### src/rtl/sa_job_scheduler.sv
`default_nettype none
// ============================================================================
//  Module   : sa_job_scheduler
//  Purpose  : Runs a batch of systolic-array jobs on top_pd from a single go
//             pulse. For each job it issues a one-cycle start pulse with
//             strided X/W base addresses and handshakes on top_pd busy. After
//             the last job it waits a drain interval, then steps y_index over
//             all N result rows with rd_valid asserted.
//  Revision : 1.0 - initial release
// ----------------------------------------------------------------------------
//  Ports
//    clk          in   clock
//    n_rst        in   asynchronous active-low reset
//    go_i         in   start batch (sampled in IDLE only)
//    num_jobs_i   in   jobs in batch (0 = immediate done pulse)
//    base_x0_i    in   first X base address
//    base_w0_i    in   first W base address
//    stride_x_i   in   X base increment per job (mod 2^AW)
//    stride_w_i   in   W base increment per job (mod 2^AW)
//    sa_busy_i    in   top_pd busy_o
//    sa_start_o   out  top_pd start_i, one-cycle pulse per job
//    sa_base_x_o  out  top_pd base_addr_x
//    sa_base_w_o  out  top_pd base_addr_w
//    y_index_o    out  top_pd y_index
//    rd_valid_o   out  row selected by y_index_o is valid this cycle
//    busy_o       out  batch in progress
//    job_idx_o    out  index of current job
//    done_o       out  one-cycle pulse at batch end
//    err_o        out  sticky watchdog error
//  Configuration
//    SA_SCHED_WATCHDOG_EN : when defined, a TIMEOUT_CYCLES watchdog guards
//    WAIT_ACK and WAIT_DONE; on expiry err_o is set and the batch ends
//    without drain/readout. When undefined err_o stays 0 and the scheduler
//    waits on top_pd indefinitely.
// ============================================================================
module sa_job_scheduler #(
    parameter int N              = 4,
    parameter int AW             = 6,
    parameter int JW             = 8,
    parameter int DRAIN_CYCLES   = 24,
    parameter int TIMEOUT_CYCLES = 1024
) (
    input  logic                 clk,
    input  logic                 n_rst,
    input  logic                 go_i,
    input  logic [JW-1:0]        num_jobs_i,
    input  logic [AW-1:0]        base_x0_i,
    input  logic [AW-1:0]        base_w0_i,
    input  logic [AW-1:0]        stride_x_i,
    input  logic [AW-1:0]        stride_w_i,
    input  logic                 sa_busy_i,
    output logic                 sa_start_o,
    output logic [AW-1:0]        sa_base_x_o,
    output logic [AW-1:0]        sa_base_w_o,
    output logic [$clog2(N)-1:0] y_index_o,
    output logic                 rd_valid_o,
    output logic                 busy_o,
    output logic [JW-1:0]        job_idx_o,
    output logic                 done_o,
    output logic                 err_o
);

    localparam int c_YW = $clog2(N);
    localparam int c_DW = (DRAIN_CYCLES > 1) ? $clog2(DRAIN_CYCLES) : 1;
    localparam int c_TW = (TIMEOUT_CYCLES > 1) ? $clog2(TIMEOUT_CYCLES) : 1;

    localparam logic [c_YW-1:0] c_Y_LAST     = c_YW'(N - 1);
    localparam logic [c_DW-1:0] c_DRAIN_LAST =
        c_DW'((DRAIN_CYCLES > 0) ? (DRAIN_CYCLES - 1) : 0);
    localparam logic [c_TW-1:0] c_WD_LAST    =
        c_TW'((TIMEOUT_CYCLES > 0) ? (TIMEOUT_CYCLES - 1) : 0);

`ifdef SA_SCHED_WATCHDOG_EN
    localparam bit c_WD_EN = 1'b1;
`else
    // Watchdog compiled out: the expiry term below is constant 0, so the
    // counter and r_err are pruned and err_o is effectively tied low.
    localparam bit c_WD_EN = 1'b0;
`endif

    typedef enum logic [2:0] {
        S_IDLE      = 3'd0,
        S_ISSUE     = 3'd1,
        S_WAIT_ACK  = 3'd2,
        S_WAIT_DONE = 3'd3,
        S_DRAIN     = 3'd4,
        S_READOUT   = 3'd5,
        S_DONE      = 3'd6
    } t_state;

    t_state          r_state;
    logic [JW-1:0]   r_num_jobs;
    logic [AW-1:0]   r_stride_x;
    logic [AW-1:0]   r_stride_w;
    logic [AW-1:0]   r_base_x;
    logic [AW-1:0]   r_base_w;
    logic [JW-1:0]   r_job_idx;
    logic [c_DW-1:0] r_drain_cnt;
    logic [c_TW-1:0] r_wd_cnt;
    logic [c_YW-1:0] r_y_index;
    logic            r_rd_valid;
    logic            r_start;
    logic            r_done;
    logic            r_busy;
    logic            r_err;

    logic            w_wd_expired;
    logic            w_last_job;

    assign w_wd_expired = c_WD_EN && (r_wd_cnt == c_WD_LAST);
    assign w_last_job   = (JW'(r_job_idx + 1'b1) == r_num_jobs);

    always_ff @(posedge clk or negedge n_rst) begin
        if (!n_rst) begin
            r_state     <= S_IDLE;
            r_num_jobs  <= '0;
            r_stride_x  <= '0;
            r_stride_w  <= '0;
            r_base_x    <= '0;
            r_base_w    <= '0;
            r_job_idx   <= '0;
            r_drain_cnt <= '0;
            r_wd_cnt    <= '0;
            r_y_index   <= '0;
            r_rd_valid  <= 1'b0;
            r_start     <= 1'b0;
            r_done      <= 1'b0;
            r_busy      <= 1'b0;
            r_err       <= 1'b0;
        end else begin
            // Pulse outputs default low; states below raise them for one cycle.
            r_start <= 1'b0;
            r_done  <= 1'b0;

            case (r_state)
                S_IDLE: begin
                    if (go_i) begin
                        r_err <= 1'b0;
                        if (num_jobs_i != '0) begin
                            r_num_jobs <= num_jobs_i;
                            r_stride_x <= stride_x_i;
                            r_stride_w <= stride_w_i;
                            r_base_x   <= base_x0_i;
                            r_base_w   <= base_w0_i;
                            r_job_idx  <= '0;
                            r_busy     <= 1'b1;
                            r_state    <= S_ISSUE;
                        end else begin
                            // Empty batch: acknowledge without leaving IDLE.
                            r_done <= 1'b1;
                        end
                    end
                end

                S_ISSUE: begin
                    if (!sa_busy_i) begin
                        r_start  <= 1'b1;
                        r_wd_cnt <= '0;
                        r_state  <= S_WAIT_ACK;
                    end
                end

                S_WAIT_ACK: begin
                    // top_pd needs a cycle to raise busy after start; wait for it.
                    if (sa_busy_i) begin
                        r_wd_cnt <= '0;
                        r_state  <= S_WAIT_DONE;
                    end else if (w_wd_expired) begin
                        r_err   <= 1'b1;
                        r_done  <= 1'b1;
                        r_state <= S_DONE;
                    end else begin
                        r_wd_cnt <= r_wd_cnt + 1'b1;
                    end
                end

                S_WAIT_DONE: begin
                    if (!sa_busy_i) begin
                        r_wd_cnt <= '0;
                        if (w_last_job) begin
                            if (DRAIN_CYCLES == 0) begin
                                r_y_index  <= '0;
                                r_rd_valid <= 1'b1;
                                r_state    <= S_READOUT;
                            end else begin
                                r_drain_cnt <= '0;
                                r_state     <= S_DRAIN;
                            end
                        end else begin
                            // Bases only move here, so they hold steady for
                            // the whole issue/ack/done window of each job.
                            r_job_idx <= r_job_idx + 1'b1;
                            r_base_x  <= r_base_x + r_stride_x;
                            r_base_w  <= r_base_w + r_stride_w;
                            r_state   <= S_ISSUE;
                        end
                    end else if (w_wd_expired) begin
                        r_err   <= 1'b1;
                        r_done  <= 1'b1;
                        r_state <= S_DONE;
                    end else begin
                        r_wd_cnt <= r_wd_cnt + 1'b1;
                    end
                end

                S_DRAIN: begin
                    if (r_drain_cnt == c_DRAIN_LAST) begin
                        // Valid/index are set on entry so row 0 is presented
                        // in the very first READOUT cycle.
                        r_y_index  <= '0;
                        r_rd_valid <= 1'b1;
                        r_state    <= S_READOUT;
                    end else begin
                        r_drain_cnt <= r_drain_cnt + 1'b1;
                    end
                end

                S_READOUT: begin
                    if (r_y_index == c_Y_LAST) begin
                        r_y_index  <= '0;
                        r_rd_valid <= 1'b0;
                        r_done     <= 1'b1;
                        r_state    <= S_DONE;
                    end else begin
                        r_y_index <= r_y_index + 1'b1;
                    end
                end

                S_DONE: begin
                    r_y_index  <= '0;
                    r_rd_valid <= 1'b0;
                    r_busy     <= 1'b0;
                    r_state    <= S_IDLE;
                end

                default: begin
                    r_y_index  <= '0;
                    r_rd_valid <= 1'b0;
                    r_busy     <= 1'b0;
                    r_state    <= S_IDLE;
                end
            endcase
        end
    end

    assign sa_start_o  = r_start;
    assign sa_base_x_o = r_base_x;
    assign sa_base_w_o = r_base_w;
    assign y_index_o   = r_y_index;
    assign rd_valid_o  = r_rd_valid;
    assign busy_o      = r_busy;
    assign job_idx_o   = r_job_idx;
    assign done_o      = r_done;
    assign err_o       = r_err;

endmodule
`default_nettype wire

### config.mk
export PLATFORM = sky130hd
export DESIGN_NAME = sa_job_scheduler
export DESIGN_NICKNAME = d
export VERILOG_FILES = /design/src/rtl/sa_job_scheduler.sv
export SDC_FILE = /design/constraint.sdc
export NUM_CORES = 1
export LEC_CHECK = 0
export BUFFER_PORTS_ARGS = -buffer_cell sky130_fd_sc_hd__buf_2
export CAP_MARGIN = 20
export CORE_MARGIN = 1.5
export CORE_UTILIZATION = 55
export CTS_BUF_LIST = sky130_fd_sc_hd__clkbuf_4 sky130_fd_sc_hd__clkbuf_8
export DETAILED_ROUTE_END_ITERATION = 7
export PLACE_DENSITY = 0.8
export SLEW_MARGIN = 10
export SYNTH_ARGS = -nofsm -noshare
export SYNTH_HDL_FRONTEND = slang
export SYNTH_SLANG_ARGS = --single-unit
### constraint.sdc
create_clock -name clk -period 4.79 [get_ports clk]
set_input_delay 1.1975 -clock clk [delete_from_list [all_inputs] [get_ports clk]]
set_output_delay 1.1975 -clock clk [all_outputs]
set_load 0.01 [all_outputs]
==> results of run 1 <==
-- flip-flops by register name, indices dropped and copies added (netlist names), 2 cells and up --
register     count
r_drain_cnt      5
y_index_o        2
r_state          3
sa_base_w_o      6
job_idx_o        8
r_stride_w       6
r_stride_x       6
r_num_jobs       8
sa_base_x_o      6
-- layout make-up --
cell class              count  area (µm²)  share of cell area [%]
repair buffers             66         343                    9.23
flip-flops and latches     54        1350                    36.4
inverters                  18        67.6                    1.82
clock buffers               6        82.6                    2.22
clock inverters             2        60.1                    1.62
well taps                  72        90.1                    2.43
multi-input cells         227        1720                    46.3
-- cells in the mapped netlist, drive strengths merged, types with 2 or more instances --
| cell type | count |
|---|---|
| nor4 | 4 |
| nand3 | 7 |
| buf | 6 |
| ha | 13 |
| nand4 | 2 |
| a31o | 2 |
| or2 | 2 |
| mux2 | 28 |
| a2111oi | 2 |
| nor2b | 5 |
| a211oi | 6 |
| a21oi | 16 |
| and3 | 6 |
| nand2 | 20 |
| mux2i | 3 |
| o22ai | 8 |
| o21bai | 2 |
| xor2 | 7 |
| o31ai | 4 |
| nand2b | 2 |
| o21ai | 22 |
| xnor2 | 11 |
| nor2 | 10 |
| a21o | 6 |
| o211ai | 2 |
| or4 | 3 |
| fa | 2 |
| nand3b | 2 |
| inv | 18 |
| a31oi | 3 |
| dfrtp | 54 |
| nor3 | 11 |
| o2111ai | 2 |
| clkbuf | 12 |
-- logic make-up after synthesis --
kind of cell | Yosys count
other | 1
DFF | 54
AOI/OAI and AO/OA | 83
buffers and inverters | 36
xor gates and xnor gates | 18
muxes | 31
adders and majority gates | 15
and+or+nand+nor | 79
-- power by group through the flow --
stage / Sequential (µW) / Combinational (µW) / Clock, µW
2_1_floorplan: 841 / 972 / 0
3_3_place_gp: 865 / 1230 / 0
3_5_place_dp: 871 / 1280 / 0
4_1_cts: 863 / 1290 / 381
5_1_grt: 900 / 1440 / 402
6_report: 865 / 1280 / 376
-- through the flow --
step	hold WS [ps]	area [µm²]
after floorplan	477	3210
after global placement	469	3570
after detailed placement	474	3570
after CTS	497	3710
after global routing	506	3710
final	492	3710
-- worst max-delay path, cell delays in order --
cell and delay, ps:
buf_2 110, nor4_1 450, a21oi_1 160, nor4bb_4 230, nand3b_1 210, o21ba_1 440, buf_4 280, a2111oi_2 310
-- per-layer routing --
metal  routed length, µm  global-route usage, %
met1                3020                   33.2
met2                3600                   40.5
met3                 398                   5.14
met4                  59                   8.42
met5                   0                      0
-- layout by cell type, fill, tap and decap left out, types with 4 or more instances in the layout --
cell | Yosys | final
xnor2_1 | 9 | 9
buf_2 | 1 | 61
a21o_1 | 6 | 6
o31ai_1 | 4 | 4
nand2_1 | 20 | 20
inv_1 | 18 | 18
o22ai_1 | 8 | 8
nor4_1 | 4 | 4
mux2_2 | 27 | 27
ha_1 | 13 | 13
clkbuf_8 | 0 | 6
nand3_1 | 4 | 4
a211oi_1 | 6 | 6
buf_4 | 2 | 5
nor2b_1 | 5 | 5
xor2_1 | 7 | 7
and3_1 | 6 | 6
o21ai_0 | 22 | 22
dfrtp_1 | 54 | 54
nor2_1 | 10 | 10
a21oi_1 | 16 | 16
nor3_1 | 11 | 11
-- worst min-delay path by stage --
stage / from / end / slack (ps) / depth (start not counted)
6_report: busy_o / busy_o / 490 / 1
5_1_grt: busy_o / busy_o / 510 / 1
4_1_cts: busy_o / busy_o / 500 / 1
3_5_place_dp: busy_o / busy_o / 470 / 1
3_3_place_gp: busy_o / busy_o / 470 / 1
2_1_floorplan: r_drain_cnt[0] / r_drain_cnt[0] / 480 / 1
==> flow_metrics.env, run 1 <==
export IMPL_p_leak_uw=0.00171
export IMPL_synth_area_leaders="dfrtp_1 (42%), mux2_2 (9.5%), ha_1 (5.1%)"
export IMPL_required_ps=4990
export IMPL_critPathCapture="sa_base_x_o[5]"
export IMPL_grt_pass1_wl_um=12500
export IMPL_max_freq_ghz=0.313
export IMPL_netlist_area_mm2=0.00321
export IMPL_status="finished, final reports clean"
export IMPL_synth_top_cell_area_share_pct=42.0
export IMPL_comb_power_share_pct=50.7
export IMPL_max_slew_worst_pin_slew_ps=747
export IMPL_ys_types=54
export IMPL_syn_inst=317
export IMPL_finalHoldViolCount=0
export IMPL_ant_nets=0
export IMPL_synthXorXnorAreaFrac_pct=5.37
export IMPL_finClkSkew_ps=14.2
export IMPL_slew_limit_headroom_pct=50.2
export IMPL_startpoint_type="input port"
export IMPL_vias=2604
export IMPL_cp_startpoint="num_jobs_i[1]"
export IMPL_ff2ff_setup_slack_ps=1990
export IMPL_antenna_found_initial=0
export IMPL_synth_top_family_by_area="compound AO/OA/AOI/OAI gates"
export IMPL_nNetsFinal=423
export IMPL_grt_pass1_vias=2642
export IMPL_cts_resized=0
export IMPL_ys_seq_area_share_pct=42.0
export IMPL_clk_pin_slew_worst_paths_ps=110
export IMPL_synth_compound_area_share_pct=17.0
export IMPL_cp_max_fo=16
export IMPL_numPortBuffers=61
export IMPL_setup_viol=0
export IMPL_gp_congestion=0.809
export IMPL_pwr_share_clk_pct=14.9
export IMPL_synth_area_leader_cell="dfrtp_1"
export IMPL_drive_gt1_share_pct=30.8
export IMPL_cts_setup_buffers=0
export IMPL_cts_max_level=2
export IMPL_wl_per_cell_um=15.9
export IMPL_die_w_um=79.4
export IMPL_fin_crit_sh_pct=66.7
export IMPL_syn_to_final_growth_pct=15.5
export IMPL_switchingPower_uw=1030
export IMPL_crit_type="in2reg"
export IMPL_n_fill_cell=447
export IMPL_p_per_area_mw_per_mm2=678
export IMPL_yosys_area_share_simple_pct=13.4
export IMPL_dp_slack_ps=1290
export IMPL_clk_latency_ps=310
export IMPL_drt_first_pass_iters=4
export IMPL_cap_violations=0
export IMPL_synth_edf_count=0
export IMPL_final_util_pct=66.6
export IMPL_synth_avg_cell_area_um2=10.1
export IMPL_reg2reg_depth=7
export IMPL_cts_sinks=54
export IMPL_fp_dieH_um=79.4
export IMPL_synth_ff_type="dfrtp_1"
export IMPL_grt_max_degree=55
export IMPL_n_antenna_cell=0
export IMPL_drc=0
export IMPL_dp_cells=437
export IMPL_r2r_end="sa_base_x_o[5]"
export IMPL_synth_adder_area_share_pct=6.31
export IMPL_async_flop_share_pct=100
export IMPL_rsz0062_at_grt="no"
export IMPL_irDropWorstVdd_mv=0.388
export IMPL_routed_wl_um=7080
export IMPL_hpwl_um=5190
export IMPL_numCtsBuffers=5
export IMPL_cts_tree="yes"
export IMPL_root_buffer="clkbuf_8"
export IMPL_post_cts_hold_buffer_count=0
export IMPL_routed_via_density=5.85
export IMPL_pin_count=63
export IMPL_slew_violations=0
export IMPL_cp_end_kind="flip-flop"
export IMPL_synth_mux_area_fraction_pct=10.9
export IMPL_sw_frac_of_total_pct=40.8
export IMPL_rows=27
export IMPL_ys_seq_elements=54
export IMPL_hold_path_class="reg2reg"
export IMPL_drt_iter0_drc=157
export IMPL_internal_power_uw=1490
export IMPL_yosys_warnings=0
export IMPL_crit_arrival_ps=3390
export IMPL_clk_path_buf_depth=2
export IMPL_dieArea_mm2=0.00631
export IMPL_post_route_min_period_ps=3190
export IMPL_overflow=0
export IMPL_power_total_uw=2520
export IMPL_tns_ps=0
export IMPL_start_util_pct=57.7
export IMPL_layoutNonFillerInstCount=445
export IMPL_syn_nets=368
export IMPL_r2r_start="job_idx_o[2]"
export IMPL_core_area_mm2=0.00557
export IMPL_layout_setup_ws_ps=1600
export IMPL_grt_usage_pct=24.9
export IMPL_pwr_share_seq_pct=34.3
No activity file was read; power rests on OpenSTA's default activity.
==> inputs of run 2 (changes only) <==
--- a/config.mk
+++ b/config.mk
@@ -5,13 +5,14 @@
 export SDC_FILE = /design/constraint.sdc
 export NUM_CORES = 1
 export LEC_CHECK = 0
+export ABC_AREA = 1
 export BUFFER_PORTS_ARGS = -buffer_cell sky130_fd_sc_hd__buf_2
 export CAP_MARGIN = 20
 export CORE_MARGIN = 1.5
 export CORE_UTILIZATION = 55
 export CTS_BUF_LIST = sky130_fd_sc_hd__clkbuf_4 sky130_fd_sc_hd__clkbuf_8
 export DETAILED_ROUTE_END_ITERATION = 7
-export PLACE_DENSITY = 0.8
+export PLACE_DENSITY = 0.79
 export SLEW_MARGIN = 10
 export SYNTH_ARGS = -nofsm -noshare
 export SYNTH_HDL_FRONTEND = slang
==> constraint.sdc (replaced) <==
create_clock -name clk -period 3.1 [get_ports clk]
set_input_delay 0.775 -clock clk [delete_from_list [all_inputs] [get_ports clk]]
set_output_delay 0.775 -clock clk [all_outputs]
set_load 0.01 [all_outputs]
==> run 2 against run 1 <==
  * Non-clock buffer count fell by 2
  * Power rose by 26%
  * Largest cell class unchanged
  * Critical path depth rose by 5
  * Largest power group unchanged
  * Utilization fell by 2.2 points
  * Clock-buffer cell count rose by 1
==> flow_metrics.env, run 2 <==
export IMPL_status="finished, final reports clean"
export IMPL_synth_avg_cell_area_um2=7.39
export IMPL_n_antenna_cell=0
export IMPL_switchingPower_uw=1390
export IMPL_drive_gt1_share_pct=17.8
export IMPL_dieArea_mm2=0.00655
export IMPL_p_per_area_mw_per_mm2=838
export IMPL_overflow=0
export IMPL_gp_congestion=0.914
export IMPL_ys_types=37
export IMPL_synth_ff_type="dfrtp_1"
export IMPL_critical_path_top_delay_family="simple AND/OR/NAND/NOR gates"
export IMPL_antenna_found_initial=0
export IMPL_ant_nets=0
export IMPL_core_area_mm2=0.00589
export IMPL_ff2ff_setup_slack_ps=830
export IMPL_cts_tree="yes"
export IMPL_p_leak_uw=0.00211
export IMPL_start_util_pct=56.8
export IMPL_cp_end_kind="flip-flop"
export IMPL_place_area_mm2=0.00371
export IMPL_clk_pin_slew_worst_paths_ps=90
export IMPL_syn_inst=452
export IMPL_comb_power_share_pct=50.0
export IMPL_layoutNonFillerInstCount=582
export IMPL_cts_sinks=54
export IMPL_pwr_share_seq_pct=37.7
export IMPL_sw_frac_of_total_pct=43.9
export IMPL_synth_area_leaders="dfrtp_1 (40%), nand2_1 (15%), nand3_1 (7.2%)"
export IMPL_hpwl_um=5420
export IMPL_rsz0062_at_grt="no"
export IMPL_final_cell_area_mm2=0.00379
export IMPL_irDropWorstVdd_mv=0.434
export IMPL_syn_nets=503
export IMPL_critPathSlowestCell="dfrtp_1"
export IMPL_hold_path_class="reg2reg"
export IMPL_cp_max_fo=21
export IMPL_slowest_delay_ps=470
export IMPL_layout_commonest_cell="nand2_1"
export IMPL_netlist_area_mm2=0.00334
export IMPL_drt_iter0_drc=141
export IMPL_dp_cells=575
export IMPL_fin_crit_sh_pct=73.3
export IMPL_root_buffer="clkbuf_8"
export IMPL_pin_count=63
export IMPL_max_slew_worst_pin_slew_ps=678
export IMPL_synth_area_leader_cell="dfrtp_1"
export IMPL_die_w_um=81.0
export IMPL_syn_to_final_growth_pct=13.5
export IMPL_synth_top_cell_area_share_pct=40.4
export IMPL_cap_violations=0
export IMPL_most_common_layout_cells="nand2_1 (135), buf_2 (61), inv_1 (54), dfrtp_1 (54), nand3_1 (48)"
export IMPL_yosys_warnings=0
export IMPL_cts_max_level=2
export IMPL_routed_wl_um=7470
export IMPL_grt_max_degree=62
export IMPL_cts_resized=0
export IMPL_tns_ps=0
export IMPL_routed_via_density=5.34
export IMPL_cts_setup_buffers=0
export IMPL_worstPathCellList="ha_1 -> nand2_1 -> nor2_1 -> nand2_1 -> nand2_1 -> nand2_1 -> nor2_1 -> nor2_2 -> nand3_2 -> nand3_2 -> inv_2 -> nand2_1 -> nand2_1"
export IMPL_yosysMostFrequentCell="nand2_1"
export IMPL_numCtsBuffers=5
export IMPL_cp_common_cell="nand2_1"
export IMPL_nNetsFinal=558
export IMPL_finClkSkew_ps=2.87
export IMPL_synthTopCellsByCount="nand2_1 (135), dfrtp_1 (54), inv_1 (54)"
export IMPL_grt_pass1_vias=2890
export IMPL_crit_type="reg2reg"
export IMPL_hold_slack_ps=495
export IMPL_finalHoldViolCount=0
export IMPL_ys_seq_elements=54
export IMPL_clk_path_buf_depth=2
export IMPL_clk_latency_ps=300
export IMPL_rows=28
export IMPL_final_util_pct=64.4
export IMPL_setup_viol=0
export IMPL_slew_limit_headroom_pct=54.8
export IMPL_critPathBufInv=1
export IMPL_drc=0
export IMPL_ys_seq_area_share_pct=40.4
export IMPL_vias=3105
export IMPL_grt_pass1_wl_um=12600
export IMPL_post_cts_hold_buffer_count=0
export IMPL_numPortBuffers=61
export IMPL_internal_power_uw=1780
export IMPL_post_route_min_period_ps=2270
export IMPL_drt_first_pass_iters=4
export IMPL_synth_edf_count=0
export IMPL_crit_arrival_ps=2510
export IMPL_startpoint_type="flip-flop"
export IMPL_grt_usage_pct=24.3
export IMPL_async_flop_share_pct=100
export IMPL_max_freq_ghz=0.440
export IMPL_required_ps=3340
export IMPL_fp_dieH_um=81.0
export IMPL_wl_per_cell_um=12.8
export IMPL_pwr_share_clk_pct=12.3
export IMPL_slew_violations=0
run 2: cell types whose count changed in the layout (fill, tap and decap cells not counted), sizes merged, moves of 20 or more:
cell,delta
nand3,+43
nand4,+20
inv,+39
nand2,+118
mux2,-28
nor2,+21
run 2: final timing paths:
check / from / endpoint / cells after the start
worst min register to register: r_stride_w[2] / r_stride_w[2] / 2
worst min-delay path: r_stride_w[2] / r_stride_w[2] / 2
worst max register to register: job_idx_o[0] / job_idx_o[4] / 13
max in group asynchronous: n_rst / r_stride_x[4] / 2
worst max-delay path: job_idx_o[0] / job_idx_o[4] / 13
min in group asynchronous: n_rst / r_stride_w[3] / 2
run 2: final cells by class:
type                       instances  area [µm²]
fill                             534        2090
multi-input combinational        325        1710
sequential                        54        1350
timing repair buffer              64         340
inverter                          57         214
tap                               75        93.8
clock buffer                       7        83.8
run 2: cell families (layout without fill, tap and decap cells):
family	after synthesis	in the layout	share of synthesized area, %
AND/OR/NAND/NOR	250	250	34.1
AO/OA/AOI/OAI	51	51	8.27
adder cells (fa/ha/maj)	15	15	6.07
other	1	1	0.112
XOR/XNOR	8	8	2.10
flip-flops	54	54	40.4
buffers and inverters	73	128	8.95
run 2: layer usage:
metal	share of wire, %	vias up	track usage [%]
li1	-	1576	-
met1	46	1429	32.9
met2	48	92	41.3
met3	4.9	8	2.81
met4	0.96	0	6.55
met5	0	-	0
run 2: through the flow:
| stage | total power (µW) | setup slack (ps) |
|---|---|---|
| after floorplan | 2360 | 1250 |
| after detailed placement | 2800 | 856 |
| after CTS | 3200 | 828 |
| after global placement | 2740 | 892 |
| after global routing | 3490 | 537 |
| final | 3180 | 827 |
run 2: power by group through the flow:
stage,combinational [µW],clock (µW),sequential [µW]
finish,1590,391,1200
CTS,1590,407,1200
global route,1830,428,1230
floorplan,1170,0,1200
global placement,1540,0,1200
detailed placement,1590,0,1210
run 2: worst register-to-register path: stages, from the launching register on:
cell and delay, ps:
dfrtp_1 470, ha_1 230, nand2_1 90, nor2_1 170, nand2_1 90, nand2_1 70
nand2_1 70, nor2_1 120, nor2_2 80, nand3_2 90, nand3_2 360, inv_2 250
nand2_1 70, nand2_1 60
